<file path="src/rtl/la32_pkg.sv">
// Shared LoongArch32 pipeline definitions: branch opcodes, reset vector and
// the field layout of the fetch-to-decode bundle.
package la32_pkg;

   typedef enum logic [5:0] {
      OP_JIRL = 6'h13,
      OP_B    = 6'h14,
      OP_BL   = 6'h15,
      OP_BEQ  = 6'h16,
      OP_BNE  = 6'h17
   } opcode_e;

   localparam logic [31:0] DEF_RESET_PC = 32'h1c00_0000;

   localparam int unsigned ZIP_PC   = 0;
   localparam int unsigned ZIP_INST = 32;
   localparam int unsigned ZIP_PRED = 64;
   localparam int unsigned ZIP_W    = 65;

   function automatic logic [ZIP_W-1:0] pack_zip(input logic        pred,
                                                 input logic [31:0] inst,
                                                 input logic [31:0] pc);
      logic [ZIP_W-1:0] z;
      z                 = '0;
      z[ZIP_PRED]       = pred;
      z[ZIP_INST +: 32] = inst;
      z[ZIP_PC +: 32]   = pc;
      return z;
   endfunction

endpackage

</file>
<file path="src/rtl/static_bpred.sv">
// Static direct-branch predictor: b/bl always taken, beq/bne taken when the
// offset is backward. target is the predicted next fetch address.
module static_bpred
   import la32_pkg::*;
(
   input  logic [31:0] inst,
   input  logic [31:0] pc,
   output logic        taken,
   output logic [31:0] target
);

   logic [31:0] off_long;
   logic [31:0] off_cond;

   assign off_long = {{4{inst[9]}}, inst[9:0], inst[25:10], 2'b00};
   assign off_cond = {{14{inst[25]}}, inst[25:10], 2'b00};

   always_comb begin
      taken  = 1'b0;
      target = pc + 32'd4;
      case (inst[31:26])
         OP_B, OP_BL: begin
            taken  = 1'b1;
            target = pc + off_long;
         end
         OP_BEQ, OP_BNE: begin
            // Sign bit of the offset doubles as the backward-taken hint.
            if (inst[25]) begin
               taken  = 1'b1;
               target = pc + off_cond;
            end
         end
         OP_JIRL: taken = 1'b0;
         default: ;
      endcase
   end

endmodule

</file>
<file path="src/rtl/if_stage.sv">
// Instruction-fetch stage: fetch PC, 1-cycle SRAM request, static prediction,
// one-entry skid buffer and registered hand-off to decode.
module if_stage
   import la32_pkg::*;
#(
   parameter logic [31:0] RESET_PC = DEF_RESET_PC
) (
   input  logic             clk,
   input  logic             rst,
   output logic             inst_sram_en,
   output logic [31:0]      inst_sram_addr,
   input  logic [31:0]      inst_sram_rdata,
   input  logic             id_allowin,
   input  logic             flush,
   input  logic [31:0]      pc_real,
   output logic             if_to_id_valid,
   output logic [ZIP_W-1:0] if_to_id_zip
);

   logic             req_out;
   logic [31:0]      req_pc;
   logic             buf_valid;
   logic [31:0]      buf_inst;
   logic [31:0]      buf_pc;
   logic             out_valid;
   logic [ZIP_W-1:0] out_zip;

   logic             advance;
   logic             resp_taken;
   logic [31:0]      resp_next;
   logic             buf_taken;
   logic [31:0]      buf_next;

   static_bpred u_resp_bp (
      .inst   (inst_sram_rdata),
      .pc     (req_pc),
      .taken  (resp_taken),
      .target (resp_next)
   );

   static_bpred u_buf_bp (
      .inst   (buf_inst),
      .pc     (buf_pc),
      .taken  (buf_taken),
      .target (buf_next)
   );

   assign advance = ~out_valid | id_allowin;

   // The response path is combinational into the address so taken branches
   // redirect without a bubble.
   always_comb begin
      inst_sram_en   = ~rst & (flush | (~req_out & ~buf_valid) |
                               ((req_out | buf_valid) & advance));
      inst_sram_addr = '0;
      if (!rst) begin
         if (flush)                    inst_sram_addr = pc_real;
         else if (req_out && advance)  inst_sram_addr = resp_next;
         else if (buf_valid && advance) inst_sram_addr = buf_next;
         else                          inst_sram_addr = RESET_PC;
      end
   end

   always_ff @(posedge clk) begin
      if (rst) begin
         req_out   <= 1'b0;
         req_pc    <= '0;
         buf_valid <= 1'b0;
         buf_inst  <= '0;
         buf_pc    <= '0;
         out_valid <= 1'b0;
         out_zip   <= '0;
      end else begin
         req_out <= inst_sram_en;
         if (inst_sram_en) req_pc <= inst_sram_addr;

         if (flush) begin
            buf_valid <= 1'b0;
            out_valid <= 1'b0;
         end else if (req_out && advance) begin
            out_valid <= 1'b1;
            out_zip   <= pack_zip(resp_taken, inst_sram_rdata, req_pc);
         end else if (req_out) begin
            buf_valid <= 1'b1;
            buf_inst  <= inst_sram_rdata;
            buf_pc    <= req_pc;
         end else if (buf_valid && advance) begin
            out_valid <= 1'b1;
            out_zip   <= pack_zip(buf_taken, buf_inst, buf_pc);
            buf_valid <= 1'b0;
         end else if (id_allowin) begin
            out_valid <= 1'b0;
         end
      end
   end

   assign if_to_id_valid = out_valid;
   assign if_to_id_zip   = out_zip;

endmodule

</file>
<file path="config.mk">
export PLATFORM = sky130hd
export DESIGN_NAME = if_stage
export DESIGN_NICKNAME = d
export VERILOG_FILES = /design/src/rtl/la32_pkg.sv /design/src/rtl/static_bpred.sv /design/src/rtl/if_stage.sv
export SDC_FILE = /design/constraint.sdc
export NUM_CORES = 1
export LEC_CHECK = 0
export CAP_MARGIN = 5
export CORE_MARGIN = 4
export CORE_UTILIZATION = 50
export DETAILED_ROUTE_END_ITERATION = 16
export PLACE_DENSITY = 0.73
export SKIP_CTS_REPAIR_TIMING = 1
export SLEW_MARGIN = 10
export SYNTH_ARGS = -nofsm -noshare
export SYNTH_HDL_FRONTEND = slang
export SYNTH_HIERARCHICAL = 1
export SYNTH_SLANG_ARGS = --single-unit
</file>
<file path="constraint.sdc">
create_clock -name clk -period 9.9 [get_ports clk]
set_input_delay 1.485 -clock clk [delete_from_list [all_inputs] [get_ports clk]]
set_output_delay 1.485 -clock clk [all_outputs]
set_load 0.05 [all_outputs]
</file>
* Word level (Yosys, flattened, before mapping)
Cells that the tools add are included.
Storage, ports and cells: register bits after elaboration 164, bits in latches 0, memory bits (writable) 0, memory bits (read-only) 0, bits of input ports 68, output and inout bits 99, logic and storage cells 70, memories kept 0
Operators by class: add/subtract/negate cells 6, $mul 0, div/mod/pow operators 0, order comparisons 0, equality and inequality tests 9, shifts and indexed selects 0, multiplexer cells 21, bitwise operators 13, reductions and logical operators 14
Operators by type and width (count):
- 65-bit two-way mux | 3
- 32-bit two-way mux | 6
- 32-bit adder | 4
- 32-bit one-hot mux with 2 select lines | 2
- 32-bit by 3-bit adder with 32-bit output, second input constant | 2
- 6-bit by 5-bit equality test with 1-bit output, second input constant | 8
- 2-bit OR reduction | 5
- 1-bit two-way mux | 8
- 1-bit NOT | 6
- 3-bit AND reduction | 2
- 1-bit OR | 4
- 1-bit one-hot mux with 2 select lines | 2
- 2-bit AND reduction | 2
- 2-bit nonzero test | 2
- 1-bit bitwise AND | 3
- 3-bit nonzero test | 1
- 1-bit logical AND | 2
- 2-bit by 1-bit inequality test with 1-bit output, second input constant | 1

* Depth between registers and ports, before layout
Gate-level depths: netlist of the first run.
word-level depth 7, depth in mapped cells 16, depth with buffers taken out 16

* Cells and area by module
Netlist of the first run, hierarchy kept.
Modules (own cells, without submodules):
- if_stage | instances 1, cells an instance 740, area an instance 6789.0 um2, sequential area each 3283.1 um2
- static_bpred at u_resp_bp | instances 1, cells an instance 479, area an instance 3260.6 um2, sequential area each 0.0 um2
- static_bpred at u_buf_bp | instances 1, cells an instance 476, area an instance 3218.1 um2, sequential area each 0.0 um2

* Worst setup path after synthesis of the first run
Ideal clock, no wire load.
kind input to output, start input inst_sram_rdata[10], end output inst_sram_addr[30], arrival 4933 ps, data required time 8415 ps, path slack 3482 ps, stages on the path 14, path buffers 0, cells stage by stage ha_1 > inv_1 > fa_1 > nor2b_1 > o211ai_1 > a31o_2 > a2bb2oi_4 > a41o_1 > a41o_1 > o22ai_1 > mux2i_1 > o311ai_1 > a31oi_1 > a221oi_1
Between the ends: cells in the longest elaborated chain, start to end 6, elaborated cells on any way between the ends 7, those cells by class 2 x add/sub; 5 x mux
RTL lines:
- from (decl) | line if_stage.sv:12 | input logic [31:0] inst_sram_rdata,
- 32-bit adder | line static_bpred.sv:30 | target = pc + off_cond;
- 32-bit two-way mux | line static_bpred.sv:28 | if (inst[25]) begin
- 32-bit one-hot mux with 2 select lines * | line static_bpred.sv:21 | case (inst[31:26])
- named net resp_next[30] | line if_stage.sv:30 | logic [31:0] resp_next;
- 32-bit two-way mux * | line if_stage.sv:58 | else if (req_out && advance) inst_sram_addr = resp_next;
- 32-bit two-way mux * | line if_stage.sv:57 | if (flush) inst_sram_addr = pc_real;
- 32-bit two-way mux * | line if_stage.sv:56 | if (!rst) begin
- to (decl) | line if_stage.sv:11 | output logic [31:0] inst_sram_addr,
Mark *: on every way through the listed nets, which the timed path passes. The rest lies on a longest branch.

* Worst setup path after layout of the first run
start input inst_sram_rdata[14], end output inst_sram_addr[23]
The elaborated chain is that of the path after synthesis.

==> results of run 1 <==
==> kinds of logic after synthesis <==
| logic type | after synthesis | synth area share |
|---|---|---|
| compound gates | 609 | 0.3263 |
| xor+xnor | 119 | 0.07912 |
| fa+ha+maj | 88 | 0.08412 |
| buf+inv | 159 | 0.05705 |
| flops | 164 | 0.2475 |
| mux | 13 | 0.009996 |
| simple gates | 543 | 0.1960 |
==> sequential cells by signal, summed over array words and instances (netlist names) <==
register,cells
buf_valid,1
req_pc,32
if_to_id_valid,1
buf_pc,32
req_out,1
if_to_id_zip,65
buf_inst,32
==> stage by stage <==
step	setup WS [ns]	hold WS, ns
finish	2.502	0.4611
global route	2.252	0.4738
CTS	2.603	0.4659
detailed placement	2.617	0.4454
global placement	2.604	0.4443
floorplan	3.482	0.4365
==> area by class of cell <==
type                            count  area share
Multi-Input combinational cell   1372      0.5980
Sequential cell                   164      0.2119
Timing Repair Buffer              182      0.1145
Clock buffer                       19     0.02794
Tap cell                          335     0.02706
Inverter                           48     0.01179
Clock inverter                     13    0.008803
==> cells in the final DEF, fill, tap and decap left out, types with 35 or more instances in the layout <==
master	n
nor2_1	63
o22ai_1	77
nand2_1	247
ha_1	86
a31oi_1	35
o2bb2ai_1	64
a21oi_1	155
dfxtp_1	164
nand3_1	74
inv_1	47
a21o_1	62
xnor2_1	69
o21ai_0	69
clkdlybuf4s50_1	164
xor2_1	49
==> critical path: cells and delay by family <==
kind,cells,cell delay [ns]
buffers and inverters,2,1.33
and+or+nand+nor,2,0.34
AOI/OAI and AO/OA,9,2.35
adders and majority gates,1,0.39
==> metal layers <==
metal,vias up,track usage,part of all wire
met5,-,0,0
met4,0,0.1660,0.061
met3,141,0.04760,0.079
met2,739,0.5218,0.46
met1,6460,0.4011,0.40
li1,6464,-,-
==> worst max path at each step <==
stage,slack (ns),startpoint,depth (start not counted),endpoint
6_report,2.50,inst_sram_rdata[14],14,inst_sram_addr[23]
5_1_grt,2.25,inst_sram_rdata[14],14,inst_sram_addr[23]
4_1_cts,2.60,inst_sram_rdata[10],16,inst_sram_addr[30]
3_5_place_dp,2.62,inst_sram_rdata[10],16,inst_sram_addr[28]
3_3_place_gp,2.60,inst_sram_rdata[10],16,inst_sram_addr[30]
2_1_floorplan,3.48,inst_sram_rdata[10],14,inst_sram_addr[30]
==> where the power goes <==
part / switching [W] / total (W) / leakage [nW] / internal, W
sequential: 0.0000393 / 0.000721 / 1.33 / 0.000682
clock: 0.000317 / 0.000673 / 0.275 / 0.000356
combinational: 0.000283 / 0.000457 / 4.48 / 0.000174
total: 0.000639 / 0.00185 / 6.09 / 0.00121
==> impl_metrics.tcl, run 1 <==
set metrics [dict create \
    htree_levels 4 \
    worstHoldStart "if_to_id_zip[28]" \
    cp_max_fo 5 \
    rr_worst_depth 16 \
    fin_crit_sh 0.7473 \
    die_w_um 170.9 \
    final_core_util 0.5945 \
    ff2ff_setup_slack_ns 5.91 \
    num_antenna_cells 0 \
    initial_utilization 0.5091 \
    firstDrtPassIters 6 \
    clkTransAtPathRegs_ns 0.07 \
    wl_mm 47.73 \
    synth_seq_cells 164 \
    dp_cells 2101 \
    cts_tree "built" \
    p_leak_nw 6.090 \
    status "finished clean" \
    ys_types 92 \
    fin_skew_ns 0.02038 \
    multi_input_area_um2 9264 \
    grt_pass1_vias 12910 \
    start_kind "primary input" \
    syn_avg_cell_area_um2 7.828 \
    drcViolationCount 0 \
    crit_path_end_kind "primary output" \
    grt_pass1_wl_mm 73.12 \
    max_stage_delay_ns 0.88 \
    ios 167 \
    synth.most_common_cell "nand2_1" \
    core_um2 26060 \
    syn_area_um2 13270 \
    hp-class "reg2reg" \
    antenna_found_initial 0 \
    num_vias 13800 \
    fin_cells 2133 \
    ys_warn_count 6 \
    dieArea_um2 29210 \
    viasPerCell 6.472 \
    r2r_start "buf_pc[2]" \
    worst_pin_slew_ns 1.108 \
    clkLatencyLatePin_ns 0.45 \
    max-cap-violations 0 \
    required_ns 8.42 \
    async_flop_share 0 \
    fillers 2353 \
    drt_iter0_markers 1377 \
    hpwl_mm 35.43 \
    detail_route.wl_per_cell_um 22.38 \
    cp.arrival_ns 5.91 \
    syn_inst 1695 \
    min_to "if_to_id_zip[28]" \
    synth.net_count 1851 \
    rsz0062_at_grt "false" \
    critical_path_class "in2out" \
    clock_sinks 164 \
    synth-seq-area-share 0.2475 \
    irDropWorstVdd_v 0.00009348 \
    powerDensity_nw_per_um2 119.5 \
    period_needed_ns 7.398 \
    routabilityCongestion 0.9759 \
    grt_max_degree 72 \
    yosys.area.top_type "dfxtp_1" \
    setup_viol 0 \
    syn_to_final_growth_pct 16.77 \
    synth_top_cell_area_share 0.2475 \
    numCtsBuffers 17 \
    ant_nets 0 \
    ctsLongestPathBuffers 2 \
    cp_common_cell "a21oi_1" \
    synth.area.top_cells "dfxtp_1 (25%), ha_1 (8.1%), nand2_1 (7.0%)" \
    die_h_um 170.9 \
    io_buffers 166 \
    max_freq_ghz 0.1352 \
    final_cell_area_um2 15490 \
    gr-total-overflow 0 \
    clockRootBuffer "clkbuf_16" \
    drv_slew 0 \
    dpl-instance-area_um2 14920 \
    layout.nets 1941 \
    rr_endpoint "req_pc[22]" \
    power_w 0.001851 \
    grt_usage 0.3165 \
    hold_violations 0 \
    ys.flop_type "dfxtp_1" \
    cp_cell_sequence "clkdlybuf4s50_1, ha_1, a21oi_1, and2_1, a21oi_1, o21ai_0, a21oi_1, o21ai_0, nand2_1, a41o_1, a21oi_1, a31oi_1, a221oi_2, clkdlybuf4s50_1" \
    synth_edf_count 0 \
    slowest_stage "clkdlybuf4s50_1" \
    fin_setup_tns_ns 0 \
    synth_common_cells "nand2_1 (248), dfxtp_1 (164), a21oi_1 (155), ha_1 (86), o22ai_1 (77)" \
    whs_path_depth 1 \
    row_count 59 \
    drive_above_1_share 0.07230 \
    final-seq-area_um2 3283 \
    relSlewSlack 0.2589 \
]
(Power assumes the default switching activity.)
==> run 2: changes to the inputs <==
- clock period: 9.9 -> 7.4 ns (I/O delays scaled with it)
==> impl_metrics.tcl, run 2 (synthesis gave the netlist of run 1 again) <==
set metrics [dict create \
    status "finished clean" \
    fin_setup_tns_ns 0 \
    fin_crit_sh 0.9009 \
    grt_use_met1 0.4063 \
    clockRootBuffer "clkbuf_16" \
    cts_tree "built" \
    slowest_stage "clkdlybuf4s50_1" \
    internal-power_w 0.001694 \
    die_h_um 170.9 \
    rsz0062_at_grt "false" \
    whs_ns 0.4619 \
    cpLargestDelayFamily "compound AO/OA/AOI/OAI gates" \
    cp_common_cell "a21oi_1" \
    numCtsBuffers 17 \
    hp-class "reg2reg" \
    cp.depth 14 \
    r2r_start "buf_pc[2]" \
    fin_skew_ns 0.01950 \
    firstDrtPassIters 6 \
    drv_slew 0 \
    layout.nets 1942 \
    max-cap-violations 0 \
    path_buf_inv 2 \
    worstHoldStart "if_to_id_zip[16]" \
    largest_reg_flops 65 \
    drt_iter0_markers 1699 \
    grt_pass1_wl_mm 73.71 \
    powerDensity_nw_per_um2 165.2 \
    ios 167 \
    final_cell_mix "nand2_1 (247), dfxtp_1 (164), clkdlybuf4s50_1 (164)" \
    clkLatencyLatePin_ns 0.45 \
    grt_pass1_vias 12980 \
    max_stage_delay_ns 0.88 \
    wl_mm 48.26 \
    syn_to_final_growth_pct 17.31 \
    rr_worst_depth 16 \
    antenna_found_initial 0 \
    num_vias 13860 \
    clock_power_share 0.387 \
    drcViolationCount 0 \
    num_antenna_cells 0 \
    grt_usage 0.3203 \
    initial_utilization 0.5091 \
    swShare 0.3413 \
    die_w_um 170.9 \
    p_leak_nw 6.135 \
    ctsLongestPathBuffers 2 \
    htree_levels 4 \
    ff2ff_setup_slack_ns 3.38 \
    whs_path_depth 1 \
    hold_violations 0 \
    cp_cell_sequence "clkdlybuf4s50_1, ha_1, a21oi_1, and2_1, a21oi_1, o21ai_0, a21oi_1, o21ai_0, nand2_1, a41o_1, a21oi_1, a31oi_1, a221oi_2, clkdlybuf4s50_1" \
    clkTransAtPathRegs_ns 0.07 \
    fillers 2424 \
    use_met3 0.04852 \
    detail_route.wl_per_cell_um 22.61 \
    rr_endpoint "req_pc[24]" \
    crit_path_end_kind "primary output" \
    period_needed_ns 6.666 \
    core_um2 26060 \
    grt_max_degree 72 \
    min_to "if_to_id_zip[16]" \
    setup_viol 0 \
    drive_above_1_share 0.07393 \
    relSlewSlack 0.2447 \
    start_kind "primary input" \
    cp_max_fo 5 \
    max_freq_ghz 0.1500 \
    dieArea_um2 29210 \
    viasPerCell 6.493 \
    multi_input_area_um2 9264 \
    cp.arrival_ns 5.56 \
    io_buffers 166 \
    ant_nets 0 \
    hpwl_mm 35.60 \
    row_count 59 \
    use_met2 0.5377 \
    clock_sinks 164 \
    required_ns 6.29 \
    top_usage_layer "met2" \
    final-seq-area_um2 3283 \
    p_switching_w 0.0008778 \
    worst_pin_slew_ns 1.130 \
    p_comb_frac 0.237 \
    pwr-share-seq 0.376 \
    gr-total-overflow 0 \
    routabilityCongestion 0.9846 \
    irDropWorstVdd_v 0.0001546 \
    final_common_cell "nand2_1" \
    critical_path_class "in2out" \
]
## run 2: cell types whose count changed in the layout (fill, tap and decap cells not counted), sizes merged
| cell | delta |
|---|---|
| bufinv | +2 |
| inv | +1 |
| clkbuf | -2 |
| buf | +1 |
| clkinv | +1 |
| clkinvlp | -2 |
## run 2: power groups by stage
stage / clock, W / sequential (W) / combinational, W
final: 0.000996 / 0.000966 / 0.000610
after detailed placement: 0 / 0.000984 / 0.000596
after floorplan: 0 / 0.00101 / 0.000367
after CTS: 0.00100 / 0.000964 / 0.000600
after global routing: 0.00103 / 0.000968 / 0.000649
after global placement: 0 / 0.000984 / 0.000594
## run 2: how the worst max path moves through the flow
stage | startpoint | to | slack [ns]
after floorplan | inst_sram_rdata[10] | inst_sram_addr[30] | 1.73
after global placement | inst_sram_rdata[10] | inst_sram_addr[24] | 0.94
after detailed placement | inst_sram_rdata[14] | inst_sram_addr[23] | 0.86
after CTS | inst_sram_rdata[14] | inst_sram_addr[23] | 0.84
after global routing | inst_sram_rdata[14] | inst_sram_addr[23] | 0.56
final | inst_sram_rdata[14] | inst_sram_addr[23] | 0.73
## run 2: metrics by stage
stage / cell area, µm² / worst slack (ns) / instances / total power [W] / util
after CTS: 15560 / 0.8429 / 2134 / 0.002565 / 0.5973
after floorplan: 13270 / 1.732 / 1695 / 0.001379 / -
after global routing: 15560 / 0.5571 / 2134 / 0.002650 / 0.5973
final: 15560 / 0.7335 / 2134 / 0.002572 / 0.5973
after detailed placement: 14930 / 0.8587 / 2102 / 0.001580 / 0.5730
after global placement: 14930 / 0.9388 / 2102 / 0.001578 / 0.5730
## run 2: layout make-up
type                       instances  area share
inverter                          48     0.01174
timing repair buffer             183      0.1145
tap                              335     0.02693
multi-input combinational       1372      0.5952
sequential                       164      0.2109
clock buffer                      17     0.02733
clock inverter                    15     0.01342
## run 2: layer usage
metal,vias up,share of wire
li1,6484,-
met2,697,0.46
met1,6541,0.40
met5,-,0
met4,0,0.052
met3,133,0.080
==> run 3: changes to the inputs <==
- REMOVE_ABC_BUFFERS: default -> 1
- SYNTH_HIERARCHICAL: 1 -> default
==> impl_metrics.tcl, run 3 <==
set metrics [dict create \
    fin_cells 2246 \
    num_vias 14360 \
    syn_avg_cell_area_um2 7.419 \
    relSlewSlack 0.2529 \
    viasPerCell 6.394 \
    p_switching_w 0.0009022 \
    fillers 2466 \
    pre_cts_ws_ns 0.6676 \
    ys_warn_count 0 \
    layout.nets 2054 \
    pwr-share-seq 0.386 \
    max-cap-violations 0 \
    io_buffers 166 \
    syn_to_final_growth_pct 17.13 \
    final_common_cell "nand2_1" \
    num_antenna_cells 0 \
    synth.most_common_cell "nand2_1" \
    p_leak_nw 6.307 \
    worst_pin_slew_ns 1.121 \
    dp_cells 2214 \
    drcViolationCount 0 \
    grt_max_degree 90 \
    drv_slew 0 \
    ios 167 \
    swShare 0.3593 \
    critical_path_class "in2out" \
    htree_levels 4 \
    largest_reg_flops 65 \
    grt_pass1_wl_mm 77.22 \
    core_um2 26280 \
    final-seq-area_um2 3287 \
    hpwl_mm 37.95 \
    irDropWorstVdd_v 0.0001371 \
    gr-total-overflow 0 \
    whs_path_depth 2 \
    initial_utilization 0.5124 \
    rsz0062_at_grt "false" \
    status "finished clean" \
    ff2ff_setup_slack_ns 3.39 \
    setup_viol 0 \
    p_comb_frac 0.257 \
    hp-class "reg2reg" \
    synth-seq-area-share 0.2438 \
    numCtsBuffers 17 \
    clockRootBuffer "clkbuf_16" \
    syn_inst 1815 \
    cp.arrival_ns 5.73 \
    crit_path_end_kind "primary output" \
    drt_iter0_markers 1456 \
    grt_usage 0.3315 \
    detail_route.wl_per_cell_um 22.24 \
    start_kind "primary input" \
    synth_edf_count 0 \
    powerDensity_nw_per_um2 159.2 \
    fin_crit_sh 0.9247 \
    cp_max_fo 6 \
    final_core_util 0.6002 \
    antenna_found_initial 0 \
    multi_input_area_um2 9552 \
    clock_power_share 0.358 \
    synth_top_cell_area_share 0.2438 \
    ys_types 81 \
    hold_violations 0 \
    syn_area_um2 13470 \
    die_h_um 172.1 \
    yosys.area.top_type "dfxtp_1" \
    setup_ws_ns 0.5571 \
    clock_sinks 164 \
    wl_mm 49.96 \
    ys.flop_type "dfxtp_1" \
    final_cell_mix "nand2_1 (266), a21oi_1 (189), clkdlybuf4s50_1 (164)" \
    fin_skew_ns 0.02059 \
    clkTransAtPathRegs_ns 0.07 \
    dieArea_um2 29620 \
    ant_nets 0 \
    r2r_start "buf_pc[2]" \
    routabilityCongestion 0.9574 \
    synth.area.top_cells "dfxtp_1 (24%), ha_1 (8.0%), nand2_1 (7.4%)" \
    max_freq_ghz 0.1461 \
    worstHoldStart "buf_inst[26]" \
    firstDrtPassIters 5 \
    clkLatencyLatePin_ns 0.45 \
    row_count 59 \
    die_w_um 172.1 \
    internal-power_w 0.001609 \
    grt_pass1_vias 13510 \
    required_ns 6.29 \
    cts_tree "built" \
    synth_seq_cells 164 \
    synth_common_cells "nand2_1 (266), a21oi_1 (189), dfxtp_1 (164), nor2_1 (162), clkbuf_1 (94)" \
    async_flop_share 0 \
    rr_worst_depth 13 \
    min_to "buf_inst[26]" \
    rr_endpoint "req_pc[24]" \
    period_needed_ns 6.843 \
    drive_above_1_share 0.04500 \
    ctsLongestPathBuffers 2 \
]
-- run 3: cell count changes after synthesis, sizes merged, moves of 17 or more --
cell,before,now
a211oi,8,79
a21oi,158,189
a221oi,33,16
a31oi,36,18
buf,64,21
clkbuf,47,102
mux2i,11,70
nand2,249,268
nand3,75,50
nor2,69,162
o211ai,8,32
o22ai,77,9
o2bb2ai,64,0
-- run 3: worst max-delay path: stages --
cell,delay [ns]
clkdlybuf4s50_1,0.46
ha_1,0.27
fa_1,0.43
a211oi_1,0.24
o21ai_1,0.23
o21a_1,0.25
o21ai_1,0.33
a31oi_1,0.28
o211ai_1,0.42
o211ai_1,0.16
nor3_1,0.59
o21ai_0,0.22
clkdlybuf4s50_1,0.75
-- run 3: worst max path at each step --
stage / startpoint / endpoint / slack [ns]
after CTS: inst_sram_rdata[10] / inst_sram_addr[28] / 0.65
final: inst_sram_rdata[10] / inst_sram_addr[28] / 0.56
after global placement: inst_sram_rdata[10] / inst_sram_addr[28] / 0.68
after floorplan: req_out / if_to_id_zip[64] / -2.42
after detailed placement: inst_sram_rdata[10] / inst_sram_addr[28] / 0.67
after global routing: inst_sram_rdata[10] / inst_sram_addr[28] / 0.30
-- run 3: power by group through the flow --
stage | clock, W | sequential [W] | combinational [W]
after detailed placement | 0 | 0.000988 | 0.000635
final | 0.000898 | 0.000968 | 0.000645
after floorplan | 0 | 0.00106 | 0.000331
after global routing | 0.000943 | 0.000972 | 0.000690
after global placement | 0 | 0.000987 | 0.000634
after CTS | 0.000908 | 0.000967 | 0.000638
-- run 3: logic make-up (layout without fill, tap and decap cells) --
family,after synthesis,after routing,synth area share
muxes,71,71,0.05287
xor gates and xnor gates,116,116,0.07545
buffers and inverters,162,258,0.05018
adders and majority gates,88,88,0.08288
AOI/OAI and AO/OA,583,583,0.2809
and+or+nand+nor,631,631,0.2139
DFF,164,164,0.2438
-- run 3: through the flow --
stage               hold slack, ns  total power [W]  setup TNS, ns  instance area (µm²)
floorplan                   0.4296         0.001390        -145.80                12940
finish                      0.4600         0.002511              0                15770
detailed placement          0.4493         0.001622              0                15220
CTS                         0.4591         0.002513              0                15770
global route                0.4780         0.002605              0                15770
global placement            0.4412         0.001621              0                15220
-- run 3: layer usage --
metal	wire, µm	share of wire	vias up	track usage
met5	0	0	-	0
met4	2135	0.043	0	0.1343
met3	3631	0.073	125	0.05304
met2	22740	0.46	663	0.5405
met1	21450	0.43	6790	0.4387
li1	-	-	6783	-
-- run 3: final cells by class --
type                    instances  share of cell area
well taps                     335             0.02657
repair buffers                187              0.1149
clock buffers                  19             0.02808
flip-flops and latches        164              0.2084
multi-input cells            1489              0.6056
clock inverters                13            0.007219
inverters                      39            0.009281
